===== src/rtl/uart_tx_fifo_pkg.sv =====
// Shared types and helpers for the buffered UART transmitter.
package uart_tx_fifo_pkg;

  // Transmitter FSM states; 3-bit encoding.
  typedef enum logic [2:0] {
    ST_IDLE   = 3'd0,
    ST_START  = 3'd1,
    ST_DATA   = 3'd2,
    ST_PARITY = 3'd3,
    ST_STOP   = 3'd4
  } uart_state_e;

  // Parity modes.
  localparam int PAR_NONE = 0;
  localparam int PAR_ODD  = 1;
  localparam int PAR_EVEN = 2;

  // Ceiling log2, usable in constant expressions; clog2(1) = 0.
  function automatic int clog2(input int unsigned value);
    int unsigned v;
    int          r;
    v = (value > 0) ? value - 1 : 0;
    r = 0;
    while (v > 0) begin
      v = v >> 1;
      r = r + 1;
    end
    return r;
  endfunction

  // Line level of the parity bit for a (zero-extended) data word.
  function automatic logic parity_bit(input int mode, input logic [7:0] data);
    if (mode == PAR_ODD)  return ~^data;
    if (mode == PAR_EVEN) return ^data;
    return 1'b1;
  endfunction

endpackage


===== src/rtl/uart_tx_fifo_sync_fifo.sv =====
// Single-clock FIFO with occupancy count; pushes on full and pops on empty are ignored.
module uart_sync_fifo
  import uart_tx_fifo_pkg::*;
#(
  parameter int WIDTH = 8,
  parameter int DEPTH = 4
) (
  input  logic                     clk_i,
  input  logic                     rst_ni,
  input  logic                     push_i,
  input  logic                     pop_i,
  input  logic [WIDTH-1:0]         din_i,
  output logic [WIDTH-1:0]         dout_o,
  output logic                     full_o,
  output logic                     empty_o,
  output logic [clog2(DEPTH):0]    count_o
);

  localparam int PTR_W = clog2(DEPTH);
  localparam int CNT_W = PTR_W + 1;

  logic [WIDTH-1:0] mem_q [DEPTH];
  logic [PTR_W-1:0] wr_ptr_q, rd_ptr_q;
  logic [CNT_W-1:0] count_q, count_d;
  logic             push_ok, pop_ok;

  assign full_o  = (count_q == CNT_W'(DEPTH));
  assign empty_o = (count_q == '0);
  assign count_o = count_q;
  assign dout_o  = mem_q[rd_ptr_q];
  assign push_ok = push_i && !full_o;
  assign pop_ok  = pop_i && !empty_o;

  // Next occupancy: a push and a pop in the same cycle cancel out.
  always_comb begin
    // NOTE: default assignment first so every path assigns count_d and no latch is inferred.
    count_d = count_q;
    unique case ({push_ok, pop_ok})
      2'b10:   count_d = count_q + CNT_W'(1);
      2'b01:   count_d = count_q - CNT_W'(1);
      default: count_d = count_q;
    endcase
  end

  // Storage array write port.
  always_ff @(posedge clk_i) begin
    // NOTE: storage is not reset; the pointers and count define which entries are valid.
    if (push_ok) mem_q[wr_ptr_q] <= din_i;
  end

  // Pointer and count registers; power-of-two depth lets the pointers wrap naturally.
  always_ff @(posedge clk_i or negedge rst_ni) begin
    if (!rst_ni) begin
      wr_ptr_q <= '0;
      rd_ptr_q <= '0;
      count_q  <= '0;
    end else begin
      // NOTE: non-blocking assignments so every register samples pre-edge values.
      if (push_ok) wr_ptr_q <= wr_ptr_q + PTR_W'(1);
      if (pop_ok)  rd_ptr_q <= rd_ptr_q + PTR_W'(1);
      count_q <= count_d;
    end
  end

endmodule


===== src/rtl/uart_tx_fifo.sv =====
// Buffered UART transmitter: FIFO, fractional baud generator and framing FSM.
module uart_tx_fifo
  import uart_tx_fifo_pkg::*;
#(
  parameter int CLK_HZ     = 100000000,
  parameter int BAUD       = 115200,
  parameter int DATA_BITS  = 8,
  parameter int PARITY     = 0,
  parameter int STOP_BITS  = 1,
  parameter int FIFO_DEPTH = 4
) (
  input  logic                 sys_clk_i,
  input  logic                 sys_rstn_i,
  input  logic                 uart_wr_i,
  input  logic [DATA_BITS-1:0] uart_dat_i,
  input  logic                 uart_ovf_clr_i,
  output logic                 uart_tx,
  output logic                 uart_full_o,
  output logic                 uart_empty_o,
  output logic                 uart_busy_o,
  output logic                 uart_ovf_o
);

  localparam int ACC_W = clog2(CLK_HZ) + 1;
  localparam int SUM_W = ACC_W + 1;
  localparam int IDX_W = clog2(DATA_BITS);
  localparam int CNT_W = clog2(FIFO_DEPTH) + 1;

  localparam logic [SUM_W-1:0] BAUD_INC   = SUM_W'(BAUD);
  localparam logic [SUM_W-1:0] CLK_WRAP   = SUM_W'(CLK_HZ);
  localparam logic [IDX_W-1:0] DATA_LAST  = IDX_W'(DATA_BITS - 1);
  localparam logic             STOP_LAST  = (STOP_BITS == 2);
  localparam bit               HAS_PARITY = (PARITY != PAR_NONE);

  uart_state_e          state_q;
  logic [DATA_BITS-1:0] shift_q;
  logic                 par_q;
  logic [IDX_W-1:0]     bit_idx_q;
  logic                 stop_cnt_q;
  logic                 tx_q;

  logic [ACC_W-1:0]     acc_q, acc_d;
  logic [SUM_W-1:0]     acc_sum;
  logic                 baud_tick;

  logic                 ovf_q, ovf_d;

  logic [DATA_BITS-1:0] fifo_dout;
  logic                 fifo_full, fifo_empty, fifo_pop;
  logic [CNT_W-1:0]     fifo_count;
  logic                 frame_from_idle, stop_done;

  uart_sync_fifo #(
    .WIDTH (DATA_BITS),
    .DEPTH (FIFO_DEPTH)
  ) u_fifo (
    .clk_i   (sys_clk_i),
    .rst_ni  (sys_rstn_i),
    .push_i  (uart_wr_i),
    .pop_i   (fifo_pop),
    .din_i   (uart_dat_i),
    .dout_o  (fifo_dout),
    .full_o  (fifo_full),
    .empty_o (fifo_empty),
    .count_o (fifo_count)
  );

  // Pop the head when idle, or at the final stop tick to chain frames without a gap.
  always_comb begin
    stop_done       = (state_q == ST_STOP) && baud_tick && (stop_cnt_q == STOP_LAST);
    frame_from_idle = (state_q == ST_IDLE) && !fifo_empty;
    fifo_pop        = !fifo_empty && ((state_q == ST_IDLE) || stop_done);
  end

  // Phase accumulator: tick when the accumulated phase crosses CLK_HZ, keeping the remainder.
  always_comb begin
    acc_sum   = {1'b0, acc_q} + BAUD_INC;
    baud_tick = (acc_sum >= CLK_WRAP);
    acc_d     = baud_tick ? ACC_W'(acc_sum - CLK_WRAP) : acc_sum[ACC_W-1:0];
    if (frame_from_idle) acc_d = '0;
  end

  // Baud accumulator register.
  always_ff @(posedge sys_clk_i or negedge sys_rstn_i) begin
    if (!sys_rstn_i) acc_q <= '0;
    else             acc_q <= acc_d;
  end

  // Sticky overflow: a write against a full FIFO sets it, and set wins over clear.
  always_comb begin
    ovf_d = ovf_q;
    if (uart_ovf_clr_i)          ovf_d = 1'b0;
    if (uart_wr_i && fifo_full)  ovf_d = 1'b1;
  end

  // Overflow flag register.
  always_ff @(posedge sys_clk_i or negedge sys_rstn_i) begin
    if (!sys_rstn_i) ovf_q <= 1'b0;
    else             ovf_q <= ovf_d;
  end

  // Framing FSM with a registered line output; bits advance only on baud ticks.
  always_ff @(posedge sys_clk_i or negedge sys_rstn_i) begin
    if (!sys_rstn_i) begin
      state_q    <= ST_IDLE;
      shift_q    <= '0;
      par_q      <= 1'b0;
      bit_idx_q  <= '0;
      stop_cnt_q <= 1'b0;
      tx_q       <= 1'b1;
    end else begin
      unique case (state_q)
        ST_IDLE: begin
          if (fifo_pop) begin
            shift_q <= fifo_dout;
            par_q   <= parity_bit(PARITY, 8'(fifo_dout));
            state_q <= ST_START;
            tx_q    <= 1'b0;
          end
        end
        ST_START: begin
          if (baud_tick) begin
            state_q   <= ST_DATA;
            bit_idx_q <= '0;
            tx_q      <= shift_q[0];
          end
        end
        ST_DATA: begin
          if (baud_tick) begin
            if (bit_idx_q == DATA_LAST) begin
              if (HAS_PARITY) begin
                state_q <= ST_PARITY;
                tx_q    <= par_q;
              end else begin
                state_q    <= ST_STOP;
                stop_cnt_q <= 1'b0;
                tx_q       <= 1'b1;
              end
            end else begin
              shift_q   <= shift_q >> 1;
              bit_idx_q <= bit_idx_q + IDX_W'(1);
              tx_q      <= shift_q[1];
            end
          end
        end
        ST_PARITY: begin
          if (baud_tick) begin
            state_q    <= ST_STOP;
            stop_cnt_q <= 1'b0;
            tx_q       <= 1'b1;
          end
        end
        ST_STOP: begin
          if (baud_tick) begin
            if (stop_cnt_q == STOP_LAST) begin
              if (fifo_pop) begin
                shift_q <= fifo_dout;
                par_q   <= parity_bit(PARITY, 8'(fifo_dout));
                state_q <= ST_START;
                tx_q    <= 1'b0;
              end else begin
                state_q <= ST_IDLE;
                tx_q    <= 1'b1;
              end
            end else begin
              stop_cnt_q <= 1'b1;
            end
          end
        end
        default: begin
          state_q <= ST_IDLE;
          tx_q    <= 1'b1;
        end
      endcase
    end
  end

  assign uart_tx      = tx_q;
  assign uart_full_o  = fifo_full;
  assign uart_empty_o = fifo_empty;
  assign uart_busy_o  = (state_q != ST_IDLE) || (fifo_count != '0);
  assign uart_ovf_o   = ovf_q;

endmodule


===== config.mk =====
export PLATFORM = sky130hd
export DESIGN_NAME = uart_tx_fifo
export DESIGN_NICKNAME = d
export VERILOG_FILES = /design/src/rtl/uart_tx_fifo_pkg.sv /design/src/rtl/uart_tx_fifo_sync_fifo.sv /design/src/rtl/uart_tx_fifo.sv
export SDC_FILE = /design/constraint.sdc
export NUM_CORES = 1
export LEC_CHECK = 0
export CORE_MARGIN = 3
export CORE_UTILIZATION = 56
export CTS_CLUSTER_SIZE = 40
export DETAILED_ROUTE_END_ITERATION = 8
export GPL_TIMING_DRIVEN = 0
export PLACE_DENSITY_LB_ADDON = 0.2
export SYNTH_ARGS = -nofsm -noshare
export SYNTH_HDL_FRONTEND = slang
export SYNTH_SLANG_ARGS = --single-unit

===== constraint.sdc =====
create_clock -name sys_clk_i -period 5.7 [get_ports sys_clk_i]
set_input_delay 1.14 -clock sys_clk_i [delete_from_list [all_inputs] [get_ports sys_clk_i]]
set_output_delay 1.14 -clock sys_clk_i [all_outputs]
set_load 0.005 [all_outputs]

==> results of run 1 <==
critical path: stages, from the launching register on:
cell and delay (ps):
dfrtp_1 480, ha_1 310, nand4_4 210, xnor2_1 190, o31ai_1 420, o211ai_1 190, a22oi_2 340, nor2b_4 80
o221a_1 230, buf_4 170, a21oi_1 300, ha_1 250, inv_1 60, fa_1 370, xor2_1 150, nor2_1 110
xor2_1 150
registers in the layout (all words and copies together) (netlist names):
register / flops
acc_q: 20
shift_q: 8
state_q: 3
u_fifo.mem_q: 32
bit_idx_q: 3
u_fifo.rd_ptr_q: 2
uart_ovf_o: 1
u_fifo.count_o: 3
u_fifo.wr_ptr_q: 2
uart_tx: 1
path summary, 6_finish.rpt:
check | slack [ps] | cells past startpoint | endpoint
setup / recovery | 1620 | 16 | u_fifo.count_o[2]$_DFFE_PN0P_
min in group asynchronous | 650 | 1 | acc_q[22]$_DFF_PN0_
max in group asynchronous | 4520 | 2 | uart_tx$_DFFE_PN1P_
hold reg to reg | 510 | 1 | bit_idx_q[0]$_DFFE_PN0P_
hold / removal | 510 | 1 | bit_idx_q[0]$_DFFE_PN0P_
setup reg to reg | 1620 | 16 | u_fifo.count_o[2]$_DFFE_PN0P_
layer usage:
metal / GRT usage (%) / vias up
li1: - / 1336
met1: 26.1 / 1335
met2: 33.5 / 51
met3: 3.20 / 11
met4: 8.79 / 0
met5: 0 / -
stage by stage:
step / power, mW / util [%] / worst slack (ps) / hold slack (ps)
6_report: 2.16 / 66.6 / 1620 / 506
5_1_grt: 2.32 / 66.6 / 1280 / 529
4_1_cts: 2.18 / 66.6 / 1630 / 507
3_5_place_dp: 1.73 / 63.5 / 1660 / 491
3_3_place_gp: 1.69 / 63.3 / 1730 / 486
2_1_floorplan: 1.52 / - / 2190 / 456
cell usage in the layout, fill, tap and decap left out, types with 7 or more instances in the layout:
master and count:
o21ai_0 13, xor2_1 12, and2_1 7, nand2_1 30
nor2_1 32, ha_1 11, xnor2_1 15, clkdlybuf4s50_1 15
clkbuf_1 10, edfxtp_1 32, clkbuf_8 9, nand3_1 12
inv_1 12, dfrtp_1 42, mux2_4 7, a21oi_1 15
nor2b_1 9, mux4_2 8
logic make-up after synthesis:
logic type                 after synthesis
and+or+nand+nor                        130
buffers and inverters                   27
AOI/OAI and AO/OA                       61
xor gates and xnor gates                31
DFF                                     75
muxes                                   23
adders and majority gates               12
power breakdown:
part / switching (mW) / internal (mW) / leakage [nW]
sequential: 0.118 / 0.722 / 0.829
combinational: 0.468 / 0.408 / 0.830
clock: 0.228 / 0.216 / 0.111
total: 0.815 / 1.35 / 1.77
cell type report:
class | instances | area, µm²
flip-flops and latches | 75 | 2040
inverters | 12 | 45.0
plain buffers | 15 | 76.3
multi-input cells | 257 | 1980
clock inverters | 7 | 92.6
well taps | 96 | 120
fillers | 540 | 2330
clock buffers | 9 | 124
repair buffers | 17 | 175
==> impl_metrics.toml, run 1 <==
[pwr]
peakVddDrop_v = 0.000260
p_leak_nw = 1.77
power.density_nw_per_um2 = 465

[critical_path]
crit_start = "acc_q[9]$_DFF_PN0_"
r2r_start = "acc_q[9]$_DFF_PN0_"
setup.worst_path.start_class = "register"
worstPathMaxFanout = 9
crit_path_end_kind = "register"
arrival_ps = 4370
critPathKind = "reg2reg"
crit_required_ps = 5980

[yosys]
synth.distinct_cells = 63
synth_top_family_by_area = "simple AND/OR/NAND/NOR gates"
synth_common_cells = "dfrtp_1, edfxtp_1, nor2_1, nand2_1"
synthAdderAreaFrac_pct = 3.81
muxShareOfSynthArea_pct = 9.01
yosys_warnings = 0
netlist_instances = 359
synthXorXnorAreaFrac_pct = 7.29
ys_seq_area_share_pct = 49.3
ys_seq_elements = 75
synthTopCellsByArea = "dfrtp_1, edfxtp_1, mux4_2, ha_1, xnor2_1"
synth-simple-area-share_pct = 17.2
yosys.area.top_type_share_pct = 25.4
synth-compound-area-share_pct = 10.5
synthMostInstantiatedCell = "dfrtp_1"
yosys.area.top_type = "dfrtp_1"
synth_area_per_cell_um2 = 11.5
synth_flop_cell = "dfrtp_1"
async_flop_share_pct = 57.3
synth-edff-count = 32
synth_area_um2 = 4140
synth_fp_nets = 383

[outcome]
status = "completed"

[timing]
finalMaxSlewViolations = 0
finalSetupTns_ps = 0
fmax_mhz = 245
fin_crit_sh_pct = 71.6
relSlewSlack_pct = 48.1
worst_pin_slew_ps = 778
setup_viol_count_final = 0
period_needed_ps = 4080
rsz0062_at_grt = "false"
finalClockSkew_ps = 12.1
hold_viol = 0

[clock_tree]
htree_levels = 3
cts_sinks = 75
cts_root_buf = "clkbuf_8"
hold_buffers = 0
cts.clk_slew.worst_paths_ps = 90
numCtsBuffers = 9
cts_tree = "built"
cts-resized-gates = 0
postCtsSetupRepairBufs = 0
clk-insertion-delay-late_ps = 360
cts_buffer_depth = 2

[floorplan]
die_w_um = 91.9
row_count = 30
core_um2 = 6980
die_h_um = 91.9
ioPinCount = 17
start_util_pct = 59.2
dieArea_um2 = 8450

[detailed_routing]
routed_via_density = 5.60
highest_layer = "met4"
wl_um = 7580
firstDrtPassIters = 4
drc = 0
met3_length_um = 265
wl_met2_um = 3750
drt_iter0_markers = 103
vias = 2733
ant_nets = 0
wl_per_cell_um = 15.5
wirelength_met1_um = 3440

[placed_design]
placed_cells = 472
io_buffers = 16
gp_congestion = 0.902
dp_hpwl_um = 5470
dpl_cell_area_um2 = 4430

[global_route]
grt.total_usage_pct = 20.1
grt_max_degree = 34
overflow = 0
grt_pass1_wl_um = 13400
grt_pass1_vias = 2825
antenna_found_initial = 0

[run]
maxCapViolations = 0

[final_layout]
n_antenna_cell = 0
layout.cells.non_filler = 488
nets = 411
drive_gt1_share_pct = 17.1
area_delta_synth_final_pct = 12.4
post-route-cell-area_um2 = 4650

[hold_path]
holdCritStartpoint = "bit_idx_q[0]$_DFFE_PN0P_"
hp-class = "reg2reg"
Power figures use the tool's default switching activity.
==> run 2: changes to the inputs <==
Settings changed: CORE_UTILIZATION 56 to 55.
Clock period 5.7 ns to 3.5 ns, I/O delays scaled along.
==> run 2 against run 1 <==
- total power is 78% higher
- worst setup slack worse by 1500 ps
- core utilization is 3.8 points higher
- critical endpoint unchanged
- routed wire length is 9.5% higher
- first-iteration DRC count is 31% higher
==> impl_metrics.toml, run 2 (synthesized netlist as in run 1, its figures left out) <==
[detailed_routing]
vias = 2871
wl_um = 8300
firstDrtPassIters = 4
routed_via_density = 5.62
drc = 0
drt_iter0_markers = 135
wl_per_cell_um = 16.2
ant_nets = 0

[final_layout]
fillCellCount = 518
drive_gt1_share_pct = 25.5
layout.cells.non_filler = 511
n_antenna_cell = 0
final_common_cell = "dfrtp_1"
nets = 434
largest_register_ffs = 32
reg_top3 = "u_fifo.mem_q: 32 flops, acc_q: 20 flops, shift_q: 8 flops"
top_register = "u_fifo.mem_q"
area_delta_synth_final_pct = 20.0
layout_common_cells = "dfrtp_1, nor2_1, edfxtp_1"

[global_route]
grt.total_usage_pct = 20.3
grt_max_degree = 31
overflow = 0
grt_pass1_wl_um = 13500
grt_pass1_vias = 2826
antenna_found_initial = 0

[outcome]
status = "completed"

[placed_design]
dpl_worst_slack_ps = -470
gp_congestion = 0.840
dp_hpwl_um = 5490
io_buffers = 16
placed_cells = 472

[clock_tree]
cts_tree = "built"
clk-insertion-delay-late_ps = 360
cts_buffer_depth = 2
htree_levels = 3
numCtsBuffers = 9
hold_buffers = 0
cts.clk_slew.worst_paths_ps = 100
cts_sinks = 75
cts_root_buf = "clkbuf_8"

[critical_path]
crit_required_ps = 3780
r2r-end = "u_fifo.count_o[2]$_DFFE_PN0P_"
timing.critical_path.buf_inv = 2
worst_path_max_delay_cell = "dfrtp_2"
setup.worst_path.start_class = "register"
arrival_ps = 3650
worstPathMaxFanout = 5
crit_chain = "ha_4 -> or2_2 -> a21oi_1 -> and4_1 -> nand4b_1 -> nor2b_4 -> o221a_1 -> buf_6 -> a21oi_4 -> ha_4 -> inv_1 -> fa_2 -> xor2_1 -> nor2_1 -> xor2_1"
crit_path_end_kind = "register"
r2r.worst_path.cells = 15
cpLargestDelayFamily = "simple AND/OR/NAND/NOR gates"
critPathKind = "reg2reg"
r2r_start = "acc_q[9]$_DFF_PN0_"
crit_path_max_incr_delay_ps = 450
rrSetupSlack_ps = 130

[floorplan]
row_count = 30
die_w_um = 92.7
start_util_pct = 58.6
core_um2 = 7060
die_h_um = 92.7
dieArea_um2 = 8600
ioPinCount = 17

[run]
maxCapViolations = 0

[timing]
finalSetupTns_ps = 0
finalClockSkew_ps = 12.9
fmax_mhz = 297
worst_pin_slew_ps = 775
whs_ps = 232
period_needed_ps = 3370
setup_slack_ps = 133
finalMaxSlewViolations = 0
hold_viol = 0
rsz0062_at_grt = "true"
relSlewSlack_pct = 48.3
fin_crit_sh_pct = 96.2
setup_viol_count_final = 0

[pwr]
peakVddDrop_v = 0.000446
p_leak_nw = 1.92
power.density_nw_per_um2 = 776
total_power_mw = 3.85

[hold_path]
hp-class = "in2async"
run 2: layout make-up:
cell class              count  area [µm²]  share of cell area, %
repair buffers             40         348                   7.01
inverters                  12        45.0                  0.907
flip-flops and latches     75        2040                   41.2
well taps                  96         120                   2.42
multi-input cells         257        2110                   42.5
clock buffers               9         124                   2.49
plain buffers              15        83.8                   1.69
clock inverters             7        90.1                   1.81
run 2: worst max-delay path by stage:
stage,endpoint,cells past startpoint,start
2_1_floorplan,u_fifo.count_o[2]$_DFFE_PN0P_,16,acc_q[9]$_DFF_PN0_
3_3_place_gp,u_fifo.count_o[2]$_DFFE_PN0P_,16,acc_q[9]$_DFF_PN0_
3_5_place_dp,u_fifo.count_o[2]$_DFFE_PN0P_,16,acc_q[9]$_DFF_PN0_
4_1_cts,u_fifo.count_o[2]$_DFFE_PN0P_,16,acc_q[10]$_DFF_PN0_
5_1_grt,u_fifo.count_o[2]$_DFFE_PN0P_,16,acc_q[14]$_DFF_PN0_
6_report,u_fifo.count_o[2]$_DFFE_PN0P_,15,acc_q[9]$_DFF_PN0_
run 2: per-stage QoR:
| step | utilization, % | instance area, µm² |
|---|---|---|
| final | 70.4 | 4960 |
| after CTS | 67.9 | 4790 |
| after floorplan | - | 4140 |
| after global placement | 62.7 | 4420 |
| after detailed placement | 62.9 | 4440 |
| after global routing | 70.4 | 4960 |
run 2: repair_timing:
action                     in CTS  in global routing
gates resized for setup        11                 17
pin swaps                       9                 13
buffers inserted               10                 13
setup endpoints to repair       4                  1
run 2: power breakdown:
group          internal [mW]  total, mW  switching, mW
Combinational          0.881       1.74          0.857
Clock                  0.351      0.726          0.375
Sequential              1.18       1.39          0.207
run 2: metal layers:
| metal | track usage [%] | up-vias | share of wire (%) |
|---|---|---|---|
| met5 | 0 | - | 0 |
| li1 | - | 1403 | - |
| met3 | 4.87 | 10 | 3.3 |
| met2 | 33.8 | 48 | 52 |
| met4 | 7.08 | 0 | 1.1 |
| met1 | 26.0 | 1410 | 44 |
